$ cat config.mk
export PLATFORM = sky130hd
export DESIGN_NAME = u_ramp
export DESIGN_NICKNAME = d
export VERILOG_FILES = /design/src/rtl/u_ramp.sv
export SDC_FILE = /design/constraint.sdc
export NUM_CORES = 1
export LEC_CHECK = 0
export BUFFER_PORTS_ARGS = -buffer_cell sky130_fd_sc_hd__buf_2
export CAP_MARGIN = 20
export CORE_MARGIN = 2
export CORE_UTILIZATION = 50
export DETAILED_ROUTE_END_ITERATION = 10
export GPL_TIMING_DRIVEN = 1
export HOLD_SLACK_MARGIN = 0.02
export PLACE_DENSITY = 0.71
export SYNTH_ARGS = -nofsm -noshare
export SYNTH_HDL_FRONTEND = slang
export SYNTH_SLANG_ARGS = --single-unit
$ cat constraint.sdc
create_clock -name clk -period 8.2 [get_ports clk]
set_input_delay 0.82 -clock clk [delete_from_list [all_inputs] [get_ports clk]]
set_output_delay 0.82 -clock clk [all_outputs]
set_load 0.05 [all_outputs]
$ cat src/rtl/u_ramp.sv
// ---------------------------------------------------------------------------
// u_ramp -- thermometer-code ramp generator
//
// Holds a level (0..W-1) and presents it as a registered thermometer code.
// A new target is accepted only while idle. The level then walks one step
// per unstalled clock until it reaches the target. The first step is taken
// on the accepting edge itself.
//
// Parameters
//   W                 code width (>= 2)
//   LW                level field width, $clog2(W)+1, so out-of-range
//                     targets can still be expressed on i_tgt_lvl
//
// Ports
//   clk               rising-edge clock
//   arst_n            asynchronous active-low reset
//   i_tgt_vld         target request valid
//   i_tgt_lvl         requested level (legal 0..W-1)
//   i_tgt_cmp         request the inverted output form (sampled on accept)
//   o_tgt_rdy         block is idle and can accept a target
//   i_stall           freeze ramp progress (no effect while idle)
//   o_code            registered thermometer code of the current level
//   o_is_compliment   o_code is presented inverted
//   o_busy            ramp in progress
//   o_done            one-cycle pulse: target level reached
//   o_err             one-cycle pulse: target rejected as out of range
//
// Configuration
//   U_RAMP_ADMIT_COMPLIMENT_EN  defined: i_tgt_cmp selects the inverted form.
//                               undefined: i_tgt_cmp is ignored and o_code
//                               is always in true form.
// ---------------------------------------------------------------------------
module u_ramp #(
    parameter  int W  = 16,
    localparam int LW = $clog2(W) + 1
) (
    input  logic          clk,
    input  logic          arst_n,
    input  logic          i_tgt_vld,
    input  logic [LW-1:0] i_tgt_lvl,
    input  logic          i_tgt_cmp,
    output logic          o_tgt_rdy,
    input  logic          i_stall,
    output logic [W-1:0]  o_code,
    output logic          o_is_compliment,
    output logic          o_busy,
    output logic          o_done,
    output logic          o_err
);

    typedef enum logic [1:0] {
        IDLE = 2'd0,
        UP   = 2'd1,
        DOWN = 2'd2
    } state_t;

    state_t        state;
    logic [LW-1:0] cur;
    logic [LW-1:0] tgt;
    logic          cmp;

    logic          cmp_in;
    logic          lvl_ok;
    logic          mv_up;
    logic          arrive;
    logic          form_cmp;
    logic [LW-1:0] mv_tgt;
    logic [LW-1:0] stepped;
    logic [W-1:0]  code_hold;
    logic [W-1:0]  code_step;

    // Thermometer code of level k: bits [k-1:0] set, the rest clear.
    function automatic logic [W-1:0] therm(input logic [LW-1:0] k);
        logic [W-1:0] t;
        for (int i = 0; i < W; i++) begin
            t[i] = (LW'(i) < k);
        end
        return t;
    endfunction

`ifdef U_RAMP_ADMIT_COMPLIMENT_EN
    assign cmp_in          = i_tgt_cmp;
    assign o_is_compliment = cmp;
`else
    // The port stays for interface compatibility; the request is dropped.
    logic unused_tgt_cmp;
    assign unused_tgt_cmp  = i_tgt_cmp;
    assign cmp_in          = 1'b0;
    assign o_is_compliment = 1'b0;
`endif

    assign lvl_ok = (i_tgt_lvl <= LW'(W - 1));

    // Step computation shared by the accepting edge (idle, toward the new
    // target) and the ramp edges (toward the latched target).
    always_comb begin
        // NOTE: every output of this block gets a default before any branch,
        // so no path leaves a signal unassigned and no latch is inferred.
        mv_tgt   = tgt;
        mv_up    = (state == UP);
        form_cmp = cmp;
        if (state == IDLE) begin
            mv_tgt   = i_tgt_lvl;
            mv_up    = (i_tgt_lvl > cur);
            form_cmp = cmp_in;
        end
        stepped   = mv_up ? cur + LW'(1) : cur - LW'(1);
        arrive    = (stepped == mv_tgt);
        code_hold = therm(cur)     ^ {W{form_cmp}};
        code_step = therm(stepped) ^ {W{form_cmp}};
    end

    // NOTE: state and every output are flops updated with non-blocking
    // assignments, so all of them change together on the same edge and
    // o_code never shows a combinational glitch.
    always_ff @(posedge clk or negedge arst_n) begin
        if (!arst_n) begin
            state     <= IDLE;
            cur       <= '0;
            tgt       <= '0;
            cmp       <= 1'b0;
            o_code    <= '0;
            o_busy    <= 1'b0;
            o_done    <= 1'b0;
            o_err     <= 1'b0;
            o_tgt_rdy <= 1'b1;
        end else begin
            o_done <= 1'b0;
            o_err  <= 1'b0;
            case (state)
                IDLE: begin
                    if (i_tgt_vld) begin
                        if (!lvl_ok) begin
                            // Rejected: level, form and state are untouched.
                            o_err <= 1'b1;
                        end else begin
                            tgt <= i_tgt_lvl;
                            cmp <= cmp_in;
                            if (i_tgt_lvl == cur) begin
                                // Already there; only the form may change.
                                o_code <= code_hold;
                                o_done <= 1'b1;
                            end else begin
                                cur    <= stepped;
                                o_code <= code_step;
                                if (arrive) begin
                                    // One step away: finished on this edge.
                                    o_done <= 1'b1;
                                end else begin
                                    state     <= mv_up ? UP : DOWN;
                                    o_busy    <= 1'b1;
                                    o_tgt_rdy <= 1'b0;
                                end
                            end
                        end
                    end
                end
                UP, DOWN: begin
                    if (!i_stall) begin
                        cur    <= stepped;
                        o_code <= code_step;
                        if (arrive) begin
                            state     <= IDLE;
                            o_busy    <= 1'b0;
                            o_tgt_rdy <= 1'b1;
                            o_done    <= 1'b1;
                        end
                    end
                end
                default: begin
                    state     <= IDLE;
                    o_busy    <= 1'b0;
                    o_tgt_rdy <= 1'b1;
                end
            endcase
        end
    end

endmodule

==> results of run 1 <==
sequential cells by signal (all words and copies together) (netlist names):
signal	flops
o_code	16
cur	5
tgt	5
state	2
o_busy	1
o_done	1
o_err	1
o_tgt_rdy	1
cell usage in the layout, fill, tap and decap left out, drive strengths merged, types with 2 or more instances in the layout:
cell type / count
dfrtp: 31
buf: 28
nand2: 23
o21ai: 17
a21oi: 15
nor2: 12
xnor2: 12
inv: 11
ha: 11
mux2i: 10
mux2: 9
nor3: 6
a21o: 6
clkbuf: 6
nand3: 5
a31oi: 4
o22a: 4
o31ai: 3
nand2b: 3
a221oi: 3
nor2b: 2
xor2: 2
o211ai: 2
a211oi: 2
layer usage:
metal  GRT usage  routed length, µm  up-vias
met5           0                  0        -
met4      0.0882                 63        0
met3      0.0536                231        6
met2       0.305               1960       46
met1       0.282               2050      807
li1            -                  -      834
how the worst min path moves through the flow:
stage / endpoint / start / slack (ns)
after global routing: o_code[1] / o_code[1] / 0.49
after global placement: o_code[3] / o_code[3] / 0.45
after floorplan: tgt[4] / tgt[4] / 0.46
after detailed placement: o_code[6] / o_code[6] / 0.46
final: o_code[5] / o_code[5] / 0.47
after CTS: o_code[5] / o_code[5] / 0.48
logic make-up (layout without fill, tap and decap cells):
| family | Yosys count | in the layout |
|---|---|---|
| compound gates | 64 | 64 |
| simple gates | 58 | 58 |
| flops | 32 | 32 |
| buf+inv | 24 | 47 |
| mux | 19 | 19 |
| xor+xnor | 14 | 14 |
| fa+ha+maj | 11 | 11 |
| other cells | 1 | 1 |
worst register-to-register path, stage by stage (launching register included):
cell and delay [ns]:
dfrtp_1 0.72, inv_1 0.25, ha_1 0.35, a21oi_1 0.20, o2111ai_2 0.19, o221ai_4 0.40
mux2i_2 0.49, xnor2_4 0.23, xnor2_1 0.16, o41a_1 0.47, a21oi_2 0.18, mux2_1 0.33
Yosys cell counts, types with 3 or more instances:
| cell | instances |
|---|---|
| a31oi_1 | 4 |
| nand2_1 | 23 |
| a21o_1 | 6 |
| mux2i_1 | 9 |
| xnor2_1 | 10 |
| nor3_1 | 6 |
| mux2_2 | 8 |
| o21ai_0 | 16 |
| clkbuf_1 | 11 |
| a221oi_1 | 3 |
| ha_1 | 11 |
| nor2_1 | 12 |
| nand2b_1 | 3 |
| inv_1 | 11 |
| a21oi_1 | 14 |
| dfrtp_1 | 31 |
| o31ai_1 | 3 |
| o22a_1 | 4 |
| nand3_1 | 5 |
layout make-up:
cell class,instances,area share
Tap cell,50,0.0265
Multi-Input combinational cell,167,0.511
Clock buffer,6,0.0307
Timing Repair Buffer,28,0.0594
Sequential cell,32,0.340
Clock inverter,2,0.0148
Inverter,11,0.0175
stage by stage:
step	worst slack [ns]	cell area [µm²]	cells
finish	4.12	2360	296
global placement	4.20	2250	288
detailed placement	4.18	2250	288
floorplan	4.65	2110	223
CTS	4.14	2360	296
global route	3.93	2360	296
==> results.py, run 1 <==
metrics = {
    "run_status": {
        "status": "finished clean",
    },
    "final_layout": {
        "layout.nets": 266,
        "insertedDiodeCount": 0,
        "fill_cells": 368,
        "utilization": 0.586,
        "drive_gt1_frac": 0.211,
        "multi_input_area_um2": 1210,
        "seqCellArea_um2": 802,
        "syn_to_final_growth_pct": 12.1,
    },
    "critical_path": {
        "arrival_ns": 4.25,
        "rr_worst_depth": 11,
        "crit_family": "compound AO/OA/AOI/OAI gates",
        "worst-path-stages": 11,
        "r2r_slack_ns": 4.12,
        "crit_type": "flip-flop to flip-flop",
        "max_stage_delay_ns": 0.72,
        "end_kind": "flip-flop",
        "timing.critical_path.buf_inv": 1,
        "setup.worst_path.end": "state[1]",
        "cp-start-kind": "flip-flop",
        "rr_endpoint": "state[1]",
        "slowest_stage": "dfrtp_1",
        "cp_data_required_time_ns": 8.37,
        "worstReg2RegStart": "cur[2]",
        "crit_start": "cur[2]",
        "worstPathMaxFanout": 15,
        "crit_path_cell_trace": "inv_1 > ha_1 > a21oi_1 > o2111ai_2 > o221ai_4 > mux2i_2 > xnor2_4 > xnor2_1 > o41a_1 > a21oi_2 > mux2_1",
    },
    "floorplanning": {
        "die_y_um": 68.9,
        "dieWidth_um": 68.9,
        "start_util": 0.523,
        "die-area_um2": 4750,
        "core_um2": 4030,
        "rows": 23,
        "ios": 31,
    },
    "yosys": {
        "synthTopCellsByArea": "dfrtp_1 (37%), ha_1 (6.5%), mux2i_1 (4.3%), mux2_2 (4.3%), xnor2_1 (4.2%)",
        "synth_compound_area_frac": 0.210,
        "yosysWarnings": 0,
        "syn_avg_cell_area_um2": 9.45,
        "syn_nets": 244,
        "synth_seq_cells": 32,
        "synthesis.area_um2": 2110,
        "synth_top_family_by_area": "compound AO/OA/AOI/OAI gates",
        "synth_ff_type": "dfrtp_1",
        "yosys-mux-area-fraction": 0.0974,
        "synthDistinctLibCells": 47,
        "synth_cells": 223,
        "synth_simple_gate_area_frac": 0.128,
        "synth_edf_count": 0,
        "synthArstFlopShare": 1.00,
        "ys_seq_area_frac": 0.381,
        "yosysTopAreaCellShare": 0.368,
        "synth_top_area_cell": "dfrtp_1",
        "synthAdderAreaFrac": 0.0653,
        "yosys.area_share.xor_xnor": 0.0707,
    },
    "routing": {
        "vias": 1693,
        "via_per_inst": 5.72,
        "routed_wirelength_um": 4310,
        "drc": 0,
        "drt_iter0_markers": 119,
        "dr.pass1.iters": 4,
        "ant_nets": 0,
        "wl_per_cell_um": 14.6,
    },
    "cts": {
        "cts_inserted_buffers": 5,
        "clkTransAtPathRegs_ns": 0.07,
        "ctsHoldBuffers": 0,
        "cts_setup_buffers": 0,
        "cts_root_buf": "clkbuf_8",
        "post_cts_resized": 0,
        "clkLatencyLatePin_ns": 0.29,
        "cts_tree": "done",
        "cts_sinks": 32,
        "cts_buffer_depth": 2,
        "htreeDepth": 2,
    },
    "timing": {
        "max_freq_ghz": 0.245,
        "rsz0062_at_grt": "no",
        "max_slew_margin": 0.429,
        "fin_crit_ns": 4.08,
        "hold_violations": 0,
        "finalCritPeriodShare": 0.498,
        "setup_viol": 0,
        "fin_hold_ws_ns": 0.474,
        "clock_skew_ns": 0.00806,
        "final_max_slew_viol_count": 0,
        "tightestPinTransition_ns": 0.849,
        "fin_tns_setup_ns": 0,
    },
    "global_route": {
        "grt_pass1_wl_um": 7130,
        "grt_pass1_vias": 1500,
        "grt_use_total": 0.206,
        "antenna_found_initial": 0,
        "grt_max_degree": 33,
        "grt_overflow": 0,
    },
    "job": {
        "max_cap_violations": 0,
    },
    "worst_hold_path": {
        "whs_path_depth": 1,
        "min_path_type": "flip-flop to flip-flop",
    },
    "place": {
        "dp_hpwl_um": 3140,
        "gp_congestion": 0.912,
        "port_buffers": 28,
    },
}
Power of run 1 is left out: the tool's default activity adds up to more than one toggle a clock period on the data nets, which glitch-free logic cannot reach.
==> run 2: changes to the inputs <==
--- a/config.mk
+++ b/config.mk
@@ -5,6 +5,7 @@
 export SDC_FILE = /design/constraint.sdc
 export NUM_CORES = 1
 export LEC_CHECK = 0
+export ABC_AREA = 1
 export BUFFER_PORTS_ARGS = -buffer_cell sky130_fd_sc_hd__buf_2
 export CAP_MARGIN = 20
 export CORE_MARGIN = 2
==> constraint.sdc (replaced) <==
create_clock -name clk -period 4.2 [get_ports clk]
set_input_delay 0.42 -clock clk [delete_from_list [all_inputs] [get_ports clk]]
set_output_delay 0.42 -clock clk [all_outputs]
set_load 0.05 [all_outputs]
==> results.py, run 2 <==
metrics = {
    "yosys": {
        "yosysWarnings": 0,
        "synthDistinctLibCells": 38,
        "syn_avg_cell_area_um2": 7.56,
        "synth_most_common_cell": "nand2_1",
        "synth_commonest_cells": "nand2_1 (66), inv_1 (34), dfrtp_1 (31)",
        "synthArstFlopShare": 1.00,
        "synthTopCellsByArea": "dfrtp_1 (35%), nand2_1 (11%), ha_1 (6.3%), inv_1 (5.8%), o21ai_0 (4.8%)",
        "syn_nets": 312,
        "synth_edf_count": 0,
        "ys_seq_area_frac": 0.364,
        "synth_cells": 291,
        "synth_ff_type": "dfrtp_1",
        "yosysTopAreaCellShare": 0.352,
        "synth_top_area_cell": "dfrtp_1",
        "synth_seq_cells": 32,
        "synthesis.area_um2": 2200,
    },
    "place": {
        "port_buffers": 28,
        "dp_slack_ns": 1.53,
        "postPlaceCellArea_um2": 2360,
        "dp_hpwl_um": 3690,
        "gp_congestion": 0.838,
    },
    "final_layout": {
        "top_register": "o_code",
        "final_common_cell": "nand2_1",
        "insertedDiodeCount": 0,
        "largest_reg_flops": 16,
        "largestRegisters": "o_code (16), cur (5), tgt (5)",
        "design_area_um2": 2470,
        "syn_to_final_growth_pct": 12.1,
        "layout.nets": 340,
        "final_cell_mix": "nand2_1 (66), inv_1 (34), dfrtp_1 (31)",
        "drive_gt1_frac": 0.200,
    },
    "run_status": {
        "status": "finished clean",
    },
    "routing": {
        "wl_per_cell_um": 13.1,
        "via_per_inst": 5.26,
        "vias": 1956,
        "drt_iter0_markers": 145,
        "routed_wirelength_um": 4880,
        "drc": 0,
        "dr.pass1.iters": 4,
        "ant_nets": 0,
    },
    "cts": {
        "ctsHoldBuffers": 0,
        "cts_sinks": 32,
        "cts_setup_buffers": 0,
        "cts_root_buf": "clkbuf_8",
        "htreeDepth": 2,
        "cts_tree": "done",
        "cts_inserted_buffers": 5,
        "post_cts_resized": 0,
        "clkLatencyLatePin_ns": 0.29,
        "clkTransAtPathRegs_ns": 0.07,
        "cts_buffer_depth": 2,
    },
    "floorplanning": {
        "die_y_um": 70.3,
        "ios": 31,
        "dieWidth_um": 70.3,
        "start_util": 0.513,
        "die-area_um2": 4950,
        "rows": 24,
        "core_um2": 4290,
    },
    "critical_path": {
        "crit_type": "flip-flop to flip-flop",
        "arrival_ns": 2.94,
        "worstPathMaxFanout": 11,
        "end_kind": "flip-flop",
        "cp_data_required_time_ns": 4.42,
        "cp-start-kind": "flip-flop",
    },
    "timing": {
        "max_freq_ghz": 0.367,
        "final_max_slew_viol_count": 0,
        "clock_skew_ns": 0.00439,
        "setup_ws_ns": 1.47,
        "fin_crit_ns": 2.73,
        "rsz0062_at_grt": "no",
        "hold_violations": 0,
        "fin_tns_setup_ns": 0,
        "tightestPinTransition_ns": 0.726,
        "setup_viol": 0,
        "finalCritPeriodShare": 0.649,
        "max_slew_margin": 0.516,
    },
    "job": {
        "max_cap_violations": 0,
    },
    "global_route": {
        "met3_usage": 0.0505,
        "met2_usage": 0.325,
        "grt_overflow": 0,
        "grt_pass1_wl_um": 8450,
        "top_usage_layer": "met2",
        "antenna_found_initial": 0,
        "grt_use_total": 0.218,
        "grt_max_degree": 33,
        "grt_util_met1": 0.311,
        "grt_pass1_vias": 1824,
    },
    "worst_hold_path": {
        "min_path_type": "input pin to asynchronous set/reset pin",
    },
}
run 2: routing by layer:
metal,vias up,share of wire
li1,1003,-
met1,901,0.50
met2,47,0.44
met3,5,0.048
met4,0,0.015
met5,-,0
run 2: layout make-up:
cell class              count  area (µm²)
fillers                   427        1830
multi-input cells         214        1200
flip-flops and latches     32         802
repair buffers             29         148
inverters                  37         139
clock buffers               6        72.6
well taps                  52        65.1
clock inverters             2        35.0
run 2: kinds of logic (layout without fill, tap and decap cells):
| group | after synthesis | count (layout) | share of synthesized area |
|---|---|---|---|
| compound gates | 55 | 55 | 0.147 |
| xor+xnor | 7 | 7 | 0.0279 |
| fa+ha+maj | 11 | 11 | 0.0625 |
| buf+inv | 45 | 74 | 0.0881 |
| flops | 32 | 32 | 0.364 |
| other cells | 1 | 1 | 0.00170 |
| simple gates | 140 | 140 | 0.309 |
run 2: final timing paths:
kind,startpoint,to,slack (ns),depth (start not counted)
max in group asynchronous,arst_n,cur[2],3.55,1
max,cur[2],o_code[10],1.47,12
min,arst_n,tgt[3],0.18,1
max reg2reg,cur[2],o_code[10],1.47,12
min in group clk,i_tgt_vld,o_err,0.36,3
min reg2reg,o_tgt_rdy,o_tgt_rdy,0.46,2
run 2: worst max-delay path: stages (launching register included):
cell and delay [ns]:
dfrtp_1 0.57, inv_1 0.18, ha_1 0.33, nand2_1 0.08
nor2_4 0.12, nand2_1 0.11, nor2_1 0.30, inv_1 0.21
nor2_1 0.30, a21oi_1 0.11, inv_1 0.12, a31oi_1 0.06
a21oi_1 0.18
run 2: stage by stage:
stage          hold slack (ns)  utilization  std cells
6_report                 0.182        0.574        372
5_1_grt                  0.255        0.574        372
4_1_cts                  0.208        0.574        372
3_5_place_dp             0.452        0.549        364
3_3_place_gp             0.449        0.549        364
2_1_floorplan            0.124            -        291
Power of run 2 is left out for the same reason.
